### src/rtl/vga_bounce_box_if.sv
// Pixel bus between the VGA timing stage, the bouncing-box pixel stage
// and the pin mapper: timing inputs in, registered RGB and sync out.
interface vga_bounce_box_if;
    logic        in_active;
    logic        in_vblank;
    logic [11:0] in_vga_x;
    logic [10:0] in_vga_y;
    logic        in_vga_hs;
    logic        in_vga_vs;
    logic [1:0]  out_video_r;
    logic [1:0]  out_video_g;
    logic [1:0]  out_video_b;
    logic        out_video_hs;
    logic        out_video_vs;

    modport master (
        output in_active, in_vblank, in_vga_x, in_vga_y,
        output in_vga_hs, in_vga_vs,
        input  out_video_r, out_video_g, out_video_b,
        input  out_video_hs, out_video_vs
    );

    modport slave (
        input  in_active, in_vblank, in_vga_x, in_vga_y,
        input  in_vga_hs, in_vga_vs,
        output out_video_r, out_video_g, out_video_b,
        output out_video_hs, out_video_vs
    );
endinterface

### src/rtl/vga_bounce_box.sv
// Bouncing box over a dim checkerboard, one-cycle registered RGB + sync.
// Optional screen-edge border enabled by defining VGA_BOX_BORDER_EN.
module vga_bounce_box #(
    parameter int SCREEN_W = 640,
    parameter int SCREEN_H = 480,
    parameter int BOX_W    = 32,
    parameter int BOX_H    = 32,
    parameter int STEP     = 2
) (
    input  logic             clock,
    input  logic             reset,
    input  logic             in_pause,
    output logic [7:0]       out_frame,
    vga_bounce_box_if.slave  vga
);
    localparam logic [11:0] MAX_X  = 12'(SCREEN_W - BOX_W);
    localparam logic [10:0] MAX_Y  = 11'(SCREEN_H - BOX_H);
    localparam logic [11:0] STEP_X = 12'(STEP);
    localparam logic [10:0] STEP_Y = 11'(STEP);
    localparam logic [11:0] BW     = 12'(BOX_W);
    localparam logic [10:0] BH     = 11'(BOX_H);

    logic [11:0] box_x, nx;
    logic [10:0] box_y, ny;
    logic        dir_x, dir_y, ndx, ndy;
    logic        vblank_q;
    logic        tick;
    logic [1:0]  r_d, g_d, b_d;
    logic        in_box;

    assign tick = vga.in_vblank & ~vblank_q;

    // Subtraction only taken when the guard rules out underflow.
    always_comb begin
        nx  = box_x;
        ndx = dir_x;
        if (dir_x) begin
            if (box_x + STEP_X >= MAX_X) begin
                nx  = MAX_X;
                ndx = 1'b0;
            end else begin
                nx = box_x + STEP_X;
            end
        end else begin
            if (box_x <= STEP_X) begin
                nx  = '0;
                ndx = 1'b1;
            end else begin
                nx = box_x - STEP_X;
            end
        end
    end

    always_comb begin
        ny  = box_y;
        ndy = dir_y;
        if (dir_y) begin
            if (box_y + STEP_Y >= MAX_Y) begin
                ny  = MAX_Y;
                ndy = 1'b0;
            end else begin
                ny = box_y + STEP_Y;
            end
        end else begin
            if (box_y <= STEP_Y) begin
                ny  = '0;
                ndy = 1'b1;
            end else begin
                ny = box_y - STEP_Y;
            end
        end
    end

    assign in_box = (vga.in_vga_x >= box_x) && (vga.in_vga_x < box_x + BW)
                 && (vga.in_vga_y >= box_y) && (vga.in_vga_y < box_y + BH);

`ifdef VGA_BOX_BORDER_EN
    logic on_border;
    assign on_border = (vga.in_vga_x == 12'd0)
                    || (vga.in_vga_x == 12'(SCREEN_W - 1))
                    || (vga.in_vga_y == 11'd0)
                    || (vga.in_vga_y == 11'(SCREEN_H - 1));
`endif

    always_comb begin
        r_d = 2'd0;
        g_d = 2'd0;
        b_d = 2'd0;
        if (!vga.in_active) begin
            r_d = 2'd0;
`ifdef VGA_BOX_BORDER_EN
        end else if (on_border) begin
            r_d = 2'd3;
            g_d = 2'd3;
            b_d = 2'd3;
`endif
        end else if (in_box) begin
            r_d = out_frame[7:6];
            g_d = out_frame[5:4];
            b_d = 2'd3;
        end else if (vga.in_vga_x[5] ^ vga.in_vga_y[5]) begin
            r_d = 2'd1;
            g_d = 2'd1;
            b_d = 2'd1;
        end
    end

    always_ff @(posedge clock or posedge reset) begin
        if (reset) begin
            box_x            <= '0;
            box_y            <= '0;
            dir_x            <= 1'b1;
            dir_y            <= 1'b1;
            out_frame        <= '0;
            vblank_q         <= 1'b0;
            vga.out_video_r  <= '0;
            vga.out_video_g  <= '0;
            vga.out_video_b  <= '0;
            vga.out_video_hs <= 1'b1;
            vga.out_video_vs <= 1'b1;
        end else begin
            vblank_q         <= vga.in_vblank;
            vga.out_video_r  <= r_d;
            vga.out_video_g  <= g_d;
            vga.out_video_b  <= b_d;
            vga.out_video_hs <= vga.in_vga_hs;
            vga.out_video_vs <= vga.in_vga_vs;
            if (tick && !in_pause) begin
                out_frame <= out_frame + 8'd1;
                box_x     <= nx;
                box_y     <= ny;
                dir_x     <= ndx;
                dir_y     <= ndy;
            end
        end
    end
endmodule

### src/flat_wrapper.sv
// flat-port wrapper written by rule: the top's interface ports become plain ports
module vga_bounce_box_flat 
#(
    parameter int SCREEN_W = 640,
    parameter int SCREEN_H = 480,
    parameter int BOX_W    = 32,
    parameter int BOX_H    = 32,
    parameter int STEP     = 2
)
  (clock, reset, in_pause, out_frame, vga_in_active, vga_in_vblank, vga_in_vga_x, vga_in_vga_y, vga_in_vga_hs, vga_in_vga_vs, vga_out_video_r, vga_out_video_g, vga_out_video_b, vga_out_video_hs, vga_out_video_vs);
  vga_bounce_box_if vga_i ();
  input  logic clock;
  input  logic reset;
  input  logic in_pause;
  output logic [7:0] out_frame;
  input wire logic [$bits(vga_i.in_active)-1:0] vga_in_active;
  input wire logic [$bits(vga_i.in_vblank)-1:0] vga_in_vblank;
  input wire logic [$bits(vga_i.in_vga_x)-1:0] vga_in_vga_x;
  input wire logic [$bits(vga_i.in_vga_y)-1:0] vga_in_vga_y;
  input wire logic [$bits(vga_i.in_vga_hs)-1:0] vga_in_vga_hs;
  input wire logic [$bits(vga_i.in_vga_vs)-1:0] vga_in_vga_vs;
  output wire logic [$bits(vga_i.out_video_r)-1:0] vga_out_video_r;
  output wire logic [$bits(vga_i.out_video_g)-1:0] vga_out_video_g;
  output wire logic [$bits(vga_i.out_video_b)-1:0] vga_out_video_b;
  output wire logic [$bits(vga_i.out_video_hs)-1:0] vga_out_video_hs;
  output wire logic [$bits(vga_i.out_video_vs)-1:0] vga_out_video_vs;
  assign vga_i.in_active = vga_in_active;
  assign vga_i.in_vblank = vga_in_vblank;
  assign vga_i.in_vga_x = vga_in_vga_x;
  assign vga_i.in_vga_y = vga_in_vga_y;
  assign vga_i.in_vga_hs = vga_in_vga_hs;
  assign vga_i.in_vga_vs = vga_in_vga_vs;
  assign vga_out_video_r = vga_i.out_video_r;
  assign vga_out_video_g = vga_i.out_video_g;
  assign vga_out_video_b = vga_i.out_video_b;
  assign vga_out_video_hs = vga_i.out_video_hs;
  assign vga_out_video_vs = vga_i.out_video_vs;
  vga_bounce_box #(.SCREEN_W(SCREEN_W), .SCREEN_H(SCREEN_H), .BOX_W(BOX_W), .BOX_H(BOX_H), .STEP(STEP)) u_core (.clock(clock), .reset(reset), .in_pause(in_pause), .out_frame(out_frame), .vga(vga_i));
endmodule
### config.mk
export PLATFORM = sky130hd
export DESIGN_NAME = vga_bounce_box_flat
export DESIGN_NICKNAME = d
export VERILOG_FILES = /design/src/rtl/vga_bounce_box_if.sv /design/src/rtl/vga_bounce_box.sv /design/src/flat_wrapper.sv
export SDC_FILE = /design/constraint.sdc
export NUM_CORES = 1
export LEC_CHECK = 0
export CAP_MARGIN = 10
export CORE_ASPECT_RATIO = 0.8
export CORE_MARGIN = 5
export CORE_UTILIZATION = 60
export CTS_BUF_LIST = sky130_fd_sc_hd__clkbuf_4 sky130_fd_sc_hd__clkbuf_8
export DETAILED_ROUTE_END_ITERATION = 6
export DONT_BUFFER_PORTS = 1
export PLACE_DENSITY = 0.85
export SLEW_MARGIN = 5
export SYNTH_ARGS = -nofsm -noshare
export SYNTH_HDL_FRONTEND = slang
export SYNTH_SLANG_ARGS = --single-unit
### constraint.sdc
create_clock -name clock -period 3.5 [get_ports clock]
set_clock_uncertainty 0.15 [all_clocks]
set_input_delay 0.7 -clock clock [delete_from_list [all_inputs] [get_ports clock]]
set_output_delay 0.7 -clock clock [all_outputs]
set_load 0.02 [all_outputs]
---- Word-level counts from Yosys, hierarchy flattened ----
Index checks and enable logic that the tools add are counted.
storage, ports and cells
  bits of input ports ..................... 30
  logic and storage cells ................. 53
  bits in registers ....................... 42
  output and inout bits ................... 16
operators by class
  order comparisons ....................... 8
  bitwise operators ....................... 3
  add/sub/neg operators ................... 7
  multiplexer cells ....................... 19
  reductions and logical operators ........ 5
operators by type and width
  operator                                                                 count
  12-bit 2-to-1 mux                                                        3
  11-bit 2-to-1 mux                                                        3
  12-bit by 2-bit adder with 12-bit output, second input constant          1
  12-bit by 6-bit adder with 12-bit output, second input constant          1
  12-bit by 10-bit >= comparator with 1-bit output, second input constant  1
  12-bit >= comparator                                                     1
  12-bit by 2-bit <= comparator with 1-bit output, second input constant   1
  12-bit < comparator                                                      1
  2-bit 2-to-1 mux                                                         6
  12-bit by 2-bit subtractor with 12-bit output, second input constant     1
  11-bit by 2-bit adder with 11-bit output, second input constant          1
  11-bit by 6-bit adder with 11-bit output, second input constant          1
  11-bit >= comparator                                                     1
  11-bit by 9-bit >= comparator with 1-bit output, second input constant   1
  11-bit by 2-bit <= comparator with 1-bit output, second input constant   1
  11-bit < comparator                                                      1
  11-bit by 2-bit subtractor with 11-bit output, second input constant     1
  8-bit by 1-bit adder with 8-bit output, second input constant            1
  1-bit 2-to-1 mux                                                         7
  1-bit logical AND                                                        4
  1-bit AND                                                                1
  1-bit zero test                                                          1
  1-bit NOT                                                                1
  1-bit bitwise XOR                                                        1

---- Depth between registers and ports, before layout ----
Gate-level depths: netlist of run 1.
  word-level depth ........................ 7
  depth in mapped cells ................... 12
  depth with buffers taken out ............ 11

---- Worst setup path before layout of run 1 ----
No wires, ideal clock.
  kind .................................... register to register
  from .................................... register u_core.box_y[5]
  to ...................................... register u_core.vga.out_video_g[0]
  clock period less this slack ............ 2.660 ns
  path buffers ............................ 0
  setup slack ............................. 0.840 ns
  data arrival time ....................... 2.430 ns
  data required time ...................... 3.271 ns
  cell stages (with the launch flop) ...... 11
  library setup time ...................... 0.079 ns
  path through ............................ dfrtp_1 -> ha_1 -> and3_1 -> xnor2_1 -> ha_1 -> nor2b_1 -> o21ai_0 -> nand4b_1 -> a211o_1 -> nor3_2 -> mux2i_1
on the way
  longest elaborated chain between the ends .. 5
  elaborated cells between the ends (all ways) .. 7
  those cells by class .................... add/sub: 1; order compare: 2; mux: 2; reduce/logical: 2
RTL lines
  element                                                                                  line                     text
  from (decl)                                                                              vga_bounce_box.sv:24     logic [10:0] box_y, ny;
  from (signal assigned)                                                                   vga_bounce_box.sv:131    box_y <= ny;
  11-bit by 6-bit adder with 11-bit output / 11-bit >= comparator (equally long branches)  vga_bounce_box.sv:75     && (vga.in_vga_y >= box_y) && (vga.in_vga_y < box_y + BH);
  11-bit < comparator / 1-bit logical AND (equally long branches)                          vga_bounce_box.sv:75
  1-bit logical AND *                                                                      vga_bounce_box.sv:75
  2-bit 2-to-1 mux *                                                                       vga_bounce_box.sv:97     end else if (in_box) begin
  2-bit 2-to-1 mux *                                                                       vga_bounce_box.sv:89     if (!vga.in_active) begin
  named net u_core.g_d[0]                                                                  vga_bounce_box.sv:28     logic [1:0] r_d, g_d, b_d;
  to (signal assigned)                                                                     vga_bounce_box.sv:124    vga.out_video_g <= g_d;
  to (decl)                                                                                vga_bounce_box_if.sv:26  output out_video_r, out_video_g, out_video_b,
Mark *: on every way through the listed nets, which the timed path passes. The rest lies on a longest branch.
A chain may end at the register's enable or synchronous reset.

---- Worst setup path after layout of run 1 ----
  from .................................... register u_core.box_y[5]
  to ...................................... register u_core.vga.out_video_r[0]
on the way
  longest elaborated chain between the ends .. 5
  elaborated cells between the ends (all ways) .. 7
  those cells by class .................... add/sub: 1; order compare: 2; mux: 2; reduce/logical: 2
RTL lines
  element                                                                                  line                     text
  11-bit by 6-bit adder with 11-bit output / 11-bit >= comparator (equally long branches)  vga_bounce_box.sv:75
  11-bit < comparator / 1-bit logical AND (equally long branches)                          vga_bounce_box.sv:75
  1-bit logical AND *                                                                      vga_bounce_box.sv:75
  2-bit 2-to-1 mux *                                                                       vga_bounce_box.sv:97
  2-bit 2-to-1 mux *                                                                       vga_bounce_box.sv:89
  named net u_core.r_d[0]                                                                  vga_bounce_box.sv:28
  to (signal assigned)                                                                     vga_bounce_box.sv:123    vga.out_video_r <= r_d;
  to (decl)                                                                                vga_bounce_box_if.sv:26
Marked as above.

==> run metrics, run 1 <==
slowest CP cell=dfrtp_1; Synth async-reset ratio=100%; Synth Net Count=around 490; final wirelength=around 8600 um; Congestion Overflow GR=0; initial antenna violation count=0; crit-path cells=ha_1 -> and3_1 -> xnor2_1 -> ha_1 -> nor2b_1 -> o21ai_0 -> nand4b_1 -> a211o_1 -> nor3_2 -> mux2i_1; chip width=95.3 um; worst skew pair latency=0.30 ns; Initial Util=a little over three fifths; Fill cells=461; cell taking the most area after synthesis=dfrtp_1; final period utilization=roughly 88%; Cell Area, Synth=~3500 um2; share of cells above drive strength 1=about 6.7%; Sw Ratio=48.7%; CTS tree=yes; Clock Power Share=roughly 15%; Post-Synthesis Mean Instance Area=~8.5 um2; count of input and output buffers=0; most used flip-flop cell after synthesis=dfrtp_1; CTS resizes=0; root buf cell=clkbuf_8; Hold Slack=about 0.24 ns; CP Max Fanout=9; PwrDens=roughly 750 nW/um2; Worst IR Drop VDD=roughly 430 uV; deepest clock path buffer count=2; Yosys cell types=62; vias in the first global route=between 3000 and 4000; fin crit period=between 3 and 4 ns; CP startpoint kind=register; Net Sw Power=approximately 1300 uW; Final setup viols=0; RePlAce Congestion=between 0.9 and 1; Pint=around 1400 uW; num ports=46; Avg Vias per Cell=around 6.4; final hold vios=0; max-cap violations=0; P&R area growth vs syn=4.01%; Clock Sinks=40; Via Count=3074; Arr. time, crit path=between 3 and 4 ns; Synth top area share=25.8%; Post-synth top cells=ha_1, dfrtp_1, a21oi_1, o21ai_0, nand2_1; clock buffer count from CTS=5; Final ANT Viol Nets=0; Pins Over Slew Limit=0; final setup TNS=0 ns; total global-route track usage=about a quarter; sequential element share of the synthesized area=28.8%; Row Count=24; DR WL/cell=between 15 and 20 um; combinational share of power=49.6%; first-pass GRT wire length=14400 um; status=complete, no violations; postcts setup bufs=0; sequential fraction of design power=a little over a third; number of flops mapped to enable cells by yosys=0; crit-path max cell delay=0.51 ns; cts hold-fix bufs=0; Die Area=7460 um2; Post-DP HPWL=about 6600 um; Synth Register Bits=40; Ant. Diodes=0; Std-Cell Core Area=roughly 5600 um2; Leak=0.00152 uW; Bufs and invs on worst path=0; H-tree Lvls=2; Slew HR=approximately 45%; fmax=about 0.32 GHz; Die Ht=78.3 um; Hold Crit Class=input port to register; worst slew pin tran=a little over 0.8 ns; Mapped Cells=a little over 400; RSZ-0062 raised after global routing=no; CTS clk-pin slew, worst paths=0.08 ns; Yosys Warn Count=0; Final nets=roughly 480; Pre-Repair DR Iteration Count=5; worst endpoint required time=between 3 and 4 ns; DRC=0; Crit path top cell by count=ha_1; largest net degree at the start of global routing=41; count leader, synth=ha_1; Crit Path Class=register to register; top cells by area, synth=dfrtp_1, ha_1, xnor2_1; CP Capture Type=register; family with the most delay on the worst path=simple AND/OR/NAND/NOR gates; initial drt markers=~320
## cell type report
type | instances | area (um2) | share of cell area, %
clock buffer | 6 | 82.6 | 2.27
clock inverter | 2 | 38.8 | 1.07
multi-input combinational | 322 | 2280 | 62.8
tap | 78 | 97.6 | 2.69
timing repair buffer | 3 | 22.5 | 0.620
sequential | 40 | 1010 | 27.7
inverter | 28 | 105 | 2.89
## registers in the layout, indices dropped and copies added, names as in the netlist
signal                   flops
u_core.box_x                11
u_core.box_y                10
u_core.dir_x                 1
u_core.dir_y                 1
u_core.out_frame             8
u_core.vblank_q              1
u_core.vga.out_video_b       2
u_core.vga.out_video_g       2
u_core.vga.out_video_hs      1
u_core.vga.out_video_r       2
u_core.vga.out_video_vs      1
## stage by stage
| step | total power [uW] | instance area [um2] | worst slack, ns | cells | util (%) |
|---|---|---|---|---|---|
| 2_1_floorplan | 1980 | 3490 | 0.840 | 409 | - |
| 3_3_place_gp | 2220 | 3510 | 0.531 | 471 | 63.2 |
| 3_5_place_dp | 2280 | 3510 | 0.441 | 471 | 63.2 |
| 4_1_cts | 2700 | 3630 | 0.429 | 479 | 65.4 |
| 5_1_grt | 2960 | 3630 | 0.192 | 479 | 65.4 |
| 6_report | 2720 | 3630 | 0.412 | 479 | 65.4 |
## layout by cell type, fill, tap and decap left out, types with 3 or more instances in the layout
cell type  instances
and2_1             5
dfrtp_1           36
o21a_1             6
a21oi_1           35
and3_1             8
clkbuf_8           6
nor2b_1            5
o21ai_0           35
nor2_1            24
nand4_1            9
o21ai_1            3
a22oi_1            3
xor2_1             3
nand2_1           34
o2bb2ai_1          3
nand3_1           16
a21o_1             3
dfstp_2            4
o22ai_1            3
a32oi_1            3
xnor2_1           22
buf_4              3
nor3_1            10
ha_1              46
inv_1             26
## power by group through the flow
stage | logic (uW) | registers (uW) | clock network [uW]
final | 1350 | 962 | 406
after global routing | 1540 | 988 | 430
after CTS | 1340 | 950 | 411
after detailed placement | 1330 | 957 | 0
after global placement | 1270 | 944 | 0
after floorplan | 1190 | 784 | 0
## cell families after synthesis
logic type | Yosys count | share of synthesized area [%]
muxes | 2 | 0.573
buffers and inverters | 47 | 5.91
DFF | 40 | 28.8
xor gates and xnor gates | 26 | 6.73
adders and majority gates | 46 | 16.5
and+or+nand+nor | 126 | 18.8
AOI/OAI and AO/OA | 122 | 22.7
## worst paths after layout
kind                                              from                             endpoint  slack (ns)  cells past startpoint
max                        u_core.box_y[5]$_DFFE_PP0P_  u_core.vga.out_video_r[0]$_DFF_PP0_        0.41                     10
min                                      vga_in_vga_vs    u_core.vga.out_video_vs$_DFF_PP1_        0.24                      0
max reg2reg                u_core.box_y[5]$_DFFE_PP0P_  u_core.vga.out_video_r[0]$_DFF_PP0_        0.41                     10
min reg2reg                   u_core.dir_x$_DFFE_PP1P_             u_core.dir_x$_DFFE_PP1P_        0.44                      2
max in group asynchronous                        reset             u_core.dir_x$_DFFE_PP1P_        2.58                      2
min in group asynchronous                        reset          u_core.box_y[2]$_DFFE_PP0P_        0.25                      2
## routing by layer
metal,vias to the layer above,GRT usage [%],share of wire [%]
met2,137,36.5,43
met3,16,7.65,8.9
met1,1441,34.0,46
li1,1480,-,-
met5,-,0,0
met4,0,7.35,1.8
Note: power is estimated with default switching activity, not from simulation.
==> run 2, diff against run 1 <==
--- a/config.mk
+++ b/config.mk
@@ -6,7 +6,6 @@
 export NUM_CORES = 1
 export LEC_CHECK = 0
 export CAP_MARGIN = 10
-export CORE_ASPECT_RATIO = 0.8
 export CORE_MARGIN = 5
 export CORE_UTILIZATION = 60
 export CTS_BUF_LIST = sky130_fd_sc_hd__clkbuf_4 sky130_fd_sc_hd__clkbuf_8
==> run metrics, run 2 (synthesized netlist as in run 1, its figures left out) <==
DRC=0; share of cells above drive strength 1=6.97%; Final nets=about 480; first-pass GRT wire length=between 10000 and 15000 um; initial drt markers=roughly 170; worst endpoint required time=between 3 and 4 ns; total global-route track usage=between 20% and 30%; fin worst setup slack=approximately 0.46 ns; worst slew pin tran=around 0.85 ns; Post-Place Setup Slack=between 0.4 and 0.5 ns; Leak=0.00152 uW; Std-Cell Core Area=between 5000 and 6000 um2; CTS tree=yes; largest net degree at the start of global routing=24; Avg Vias per Cell=between 6 and 7; RePlAce Congestion=about 0.93; Slew HR=a little over two fifths; Ant. Diodes=0; CTS clk-pin slew, worst paths=roughly 0.08 ns; Via Count=just over 3000; P&R area growth vs syn=3.83%; Crit Path Class=register to register; chip width=about 86 um; top flop regs=u_core.box_x x11, u_core.box_y x10, u_core.out_frame x8; CP startpoint kind=register; Congestion Overflow GR=0; status=complete, no violations; Hold Slack=0.232 ns; Most flops, register=u_core.box_x; Fill cells=about 480; root buf cell=clkbuf_8; most common cell after layout, fill and taps aside=ha_1; H-tree Lvls=2; Row Count=27; final instance area=between 3000 and 4000 um2; max FFs per register=11; num ports=46; placed cell areas=3510 um2; PwrDens=roughly 750 nW/um2; final period utilization=just under 90%; clock buffer count from CTS=5; cts hold-fix bufs=0; DR WL/cell=roughly 18 um; Die Area=approximately 7400 um2; Initial Util=62.7%; Hold Crit Class=input port to asynchronous set/reset pin; CP Capture Type=register; final hold vios=0; CTS resizes=0; Final ANT Viol Nets=0; fin crit period=just over 3 ns; Arr. time, crit path=between 3 and 4 ns; final design utilization=65.1%; CP Max Fanout=9; initial antenna violation count=0; vias in the first global route=3209; deepest clock path buffer count=2; worst skew pair latency=around 0.29 ns; Clock Sinks=40; Worst IR Drop VDD=between 500 and 600 uV; count of input and output buffers=0; Pins Over Slew Limit=0; Die Ht=86.3 um; final wirelength=between 8000 and 9000 um; Post-DP HPWL=between 6000 and 7000 um; Pre-Repair DR Iteration Count=5; most frequent cells in the layout=ha_1, dfrtp_1, a21oi_1, o21ai_0, nand2_1; final setup TNS=0 ns; Final setup viols=0; max-cap violations=0; RSZ-0062 raised after global routing=no; fmax=between 0.3 and 0.4 GHz; postcts setup bufs=0
run 2: cell count changes in the layout (fill, tap and decap cells not counted):
cell        before  now
clkinvlp_4       0    1
clkbuf_8         6    5
buf_4            3    4
clkinv_4         1    0
inv_6            0    1
run 2: path summary, 6_finish.rpt:
path	to	cells past startpoint	slack (ns)	from
max in group asynchronous	u_core.dir_y$_DFFE_PP1P_	2	2.17	reset
hold / removal	u_core.out_frame[7]$_DFFE_PP0P_	1	0.23	reset
setup / recovery	u_core.vga.out_video_r[0]$_DFF_PP0_	10	0.46	u_core.box_y[5]$_DFFE_PP0P_
setup reg to reg	u_core.vga.out_video_r[0]$_DFF_PP0_	10	0.46	u_core.box_y[5]$_DFFE_PP0P_
hold reg to reg	u_core.box_x[11]$_DFFE_PP0P_	2	0.46	u_core.box_x[11]$_DFFE_PP0P_
min in group clock	u_core.vga.out_video_hs$_DFF_PP1_	0	0.25	vga_in_vga_hs
run 2: worst max-delay path, cell delays in order (launching register included):
cell and delay, ns:
dfrtp_1 0.51, ha_1 0.31, and3_1 0.23, xnor2_1 0.13
ha_1 0.30, nor2b_1 0.13, o21ai_0 0.18, nand4b_1 0.12
a211o_1 0.24, nor3_2 0.42, mux2i_1 0.24
run 2: metal layers:
metal	vias to the layer above	share of wire (%)	track usage [%]
met5	-	0	0
met4	0	1.4	7.51
met3	14	4.5	3.80
met2	87	53	43.4
met1	1477	41	28.1
li1	1478	-	-
run 2: through the flow:
stage | total power (uW) | cells
after floorplan | 1980 | 409
after global placement | 2210 | 466
after detailed placement | 2290 | 466
after global routing | 2950 | 474
final | 2700 | 474
after CTS | 2690 | 474
run 2: area by class of cell:
class | count | area (um2) | area share [%]
flip-flops and latches | 40 | 1010 | 27.7
repair buffers | 4 | 30.0 | 0.828
multi-input cells | 322 | 2280 | 62.9
well taps | 72 | 90.1 | 2.48
inverters | 28 | 105 | 2.90
clock inverters | 3 | 46.3 | 1.28
clock buffers | 5 | 68.8 | 1.90
run 2: report_power, final:
group | leakage [uW] | switching, uW | internal (uW)
combinational | 0.000957 | 793 | 562
clock | 0.0000548 | 172 | 215
sequential | 0.000505 | 354 | 609
total | 0.00152 | 1320 | 1390
==> run 3, diff against run 2 <==
--- a/config.mk
+++ b/config.mk
@@ -6,13 +6,14 @@
 export NUM_CORES = 1
 export LEC_CHECK = 0
 export CAP_MARGIN = 10
+export CORE_ASPECT_RATIO = 1.1
 export CORE_MARGIN = 5
 export CORE_UTILIZATION = 60
 export CTS_BUF_LIST = sky130_fd_sc_hd__clkbuf_4 sky130_fd_sc_hd__clkbuf_8
 export DETAILED_ROUTE_END_ITERATION = 6
 export DONT_BUFFER_PORTS = 1
 export PLACE_DENSITY = 0.85
-export SLEW_MARGIN = 5
 export SYNTH_ARGS = -nofsm -noshare
 export SYNTH_HDL_FRONTEND = slang
 export SYNTH_SLANG_ARGS = --single-unit
+export TNS_END_PERCENT = 100
==> run metrics, run 3 (synthesized netlist as in run 1, its figures left out) <==
status=complete, no violations; share of cells above drive strength 1=about 7.4%; Arr. time, crit path=between 3 and 4 ns; Crit Reg-Reg Endpoint=u_core.vga.out_video_g[0]$_DFF_PP0_; met1 Use GR=29.9%; Leak=approximately 0.0015 uW; sequential fraction of design power=between 30% and 40%; Congestion Overflow GR=0; Initial Util=about three fifths; largest net degree at the start of global routing=31; final setup TNS=0 ns; Fill cells=about 500; Bufs and invs on worst path=0; Std-Cell Core Area=roughly 5700 um2; Ant. Diodes=0; Pint=around 1300 uW; Crit path top cell by count=ha_1; max-cap violations=0; top flop regs=u_core.box_x x11, u_core.box_y x10, u_core.out_frame x8; count of input and output buffers=0; r2r startpoint=u_core.box_y[5]$_DFFE_PP0P_; final wirelength=approximately 8700 um; final instance area=roughly 3700 um2; Hold Crit Class=input port to asynchronous set/reset pin; combinational share of power=between 50% and 60%; chip width=around 83 um; Avg Vias per Cell=between 6 and 7; crit-path max cell delay=0.51 ns; Final ANT Viol Nets=0; R2R Setup Slk=around 0.45 ns; RePlAce Congestion=roughly 1; P&R area growth vs syn=4.51%; Most flops, register=u_core.box_x; DRC=0; Worst R2R Path Depth=10; initial drt markers=around 230; DR WL/cell=between 15 and 20 um; GRT busiest layer=met2; Final nets=479; initial antenna violation count=0; root buf cell=clkbuf_8; PwrDens=about 730 nW/um2; CTS tree=yes; Clock Power Share=12.5%; Post-DP HPWL=about 6500 um; slowest CP cell=dfrtp_1; Die Area=7450 um2; Final setup viols=0; worst slew pin tran=0.901 ns; Net Sw Power=1340 uW; total global-route track usage=about 25%; postcts setup bufs=0; CTS resizes=0; Crit Path Class=register to register; crit-path cells=ha_1 -> and3_1 -> xnor2_1 -> ha_1 -> nor2b_1 -> o21ai_0 -> nand4b_1 -> a211o_1 -> nor3_2 -> mux2i_1; Worst IR Drop VDD=approximately 480 uV; CP Max Fanout=9; max FFs per register=11; RSZ-0062 raised after global routing=no; fmax=roughly 0.33 GHz; CTS clk-pin slew, worst paths=about 0.09 ns; CP startpoint kind=register; num ports=46; H-tree Lvls=2; final design utilization=approximately 64%; final hold vios=0; Sw Ratio=between 50% and 60%; most common cell after layout, fill and taps aside=ha_1; GRT met3 Usage=roughly 4.5%; fin crit period=just over 3 ns; Pre-Repair DR Iteration Count=5; Pins Over Slew Limit=0; deepest clock path buffer count=2; vias in the first global route=a little over 3000; Clock Sinks=40; clock buffer count from CTS=5; CP Capture Type=register; met2 usage=a little over two fifths; final period utilization=between 80 and 90%; worst endpoint required time=between 3 and 4 ns; most frequent cells in the layout=ha_1, dfrtp_1, a21oi_1, o21ai_0, nand2_1; family with the most delay on the worst path=simple AND/OR/NAND/NOR gates; placed cell areas=approximately 3500 um2; Row Count=29; first-pass GRT wire length=between 10000 and 15000 um; cts hold-fix bufs=0; worst skew pair latency=approximately 0.3 ns; Die Ht=90.0 um; Slew HR=about two fifths; Via Count=~3100
-- run 3: cell types whose count changed in the layout (fill, tap and decap cells not counted) --
cell        before  now
buf_16           0    1
buf_4            4    5
bufinv_16        1    0
clkbuf_8         5    6
clkinvlp_4       1    2
inv_6            1    0
-- run 3: power by group through the flow --
stage                     logic (uW)  clock network, uW  registers [uW]
after floorplan                 1190                  0             784
after global placement          1280                  0             943
after detailed placement        1340                  0             953
after CTS                       1360                338             945
after global routing            1560                356             988
final                           1380                335             956
-- run 3: area by class of cell --
class	instances	area [um2]	share of cell area [%]
sequential	40	1010	27.6
clock buffer	6	82.6	2.26
timing repair buffer	6	65.1	1.78
multi-input combinational	322	2280	62.5
tap	77	96.3	2.64
clock inverter	2	15.0	0.411
inverter	28	105	2.88
-- run 3: worst reg2reg max path: stages (launching register included) --
cell and delay [ns]:
dfrtp_1 0.51, ha_1 0.32, and3_1 0.24, xnor2_1 0.13
ha_1 0.29, nor2b_1 0.13, o21ai_0 0.15, nand4b_1 0.12
a211o_1 0.25, nor3_2 0.43, mux2i_1 0.25
-- run 3: routing by layer --
metal | wire (um) | up-vias | share of wire, %
met5 | 0 | - | 0
met4 | 245 | 0 | 2.8
met3 | 396 | 28 | 4.5
met2 | 4590 | 121 | 53
met1 | 3480 | 1481 | 40
li1 | - | 1477 | -
-- run 3: through the flow --
step	hold slack, ns	instances	worst slack (ns)	total power, uW
floorplan	0.374	409	0.840	1980
global placement	0.405	472	0.546	2220
detailed placement	0.413	472	0.475	2300
CTS	0.244	480	0.452	2640
global route	0.200	481	0.245	2910
finish	0.166	481	0.454	2680
-- run 3: worst max-delay path by stage --
stage / from / to / depth (start not counted)
after floorplan: u_core.box_y[5]$_DFFE_PP0P_ / u_core.vga.out_video_g[0]$_DFF_PP0_ / 10
after global placement: u_core.box_y[5]$_DFFE_PP0P_ / u_core.vga.out_video_r[0]$_DFF_PP0_ / 10
after detailed placement: u_core.box_y[5]$_DFFE_PP0P_ / u_core.vga.out_video_g[0]$_DFF_PP0_ / 10
after CTS: u_core.box_y[5]$_DFFE_PP0P_ / u_core.vga.out_video_g[0]$_DFF_PP0_ / 10
after global routing: u_core.box_y[5]$_DFFE_PP0P_ / u_core.vga.out_video_r[0]$_DFF_PP0_ / 10
final: u_core.box_y[5]$_DFFE_PP0P_ / u_core.vga.out_video_g[0]$_DFF_PP0_ / 10
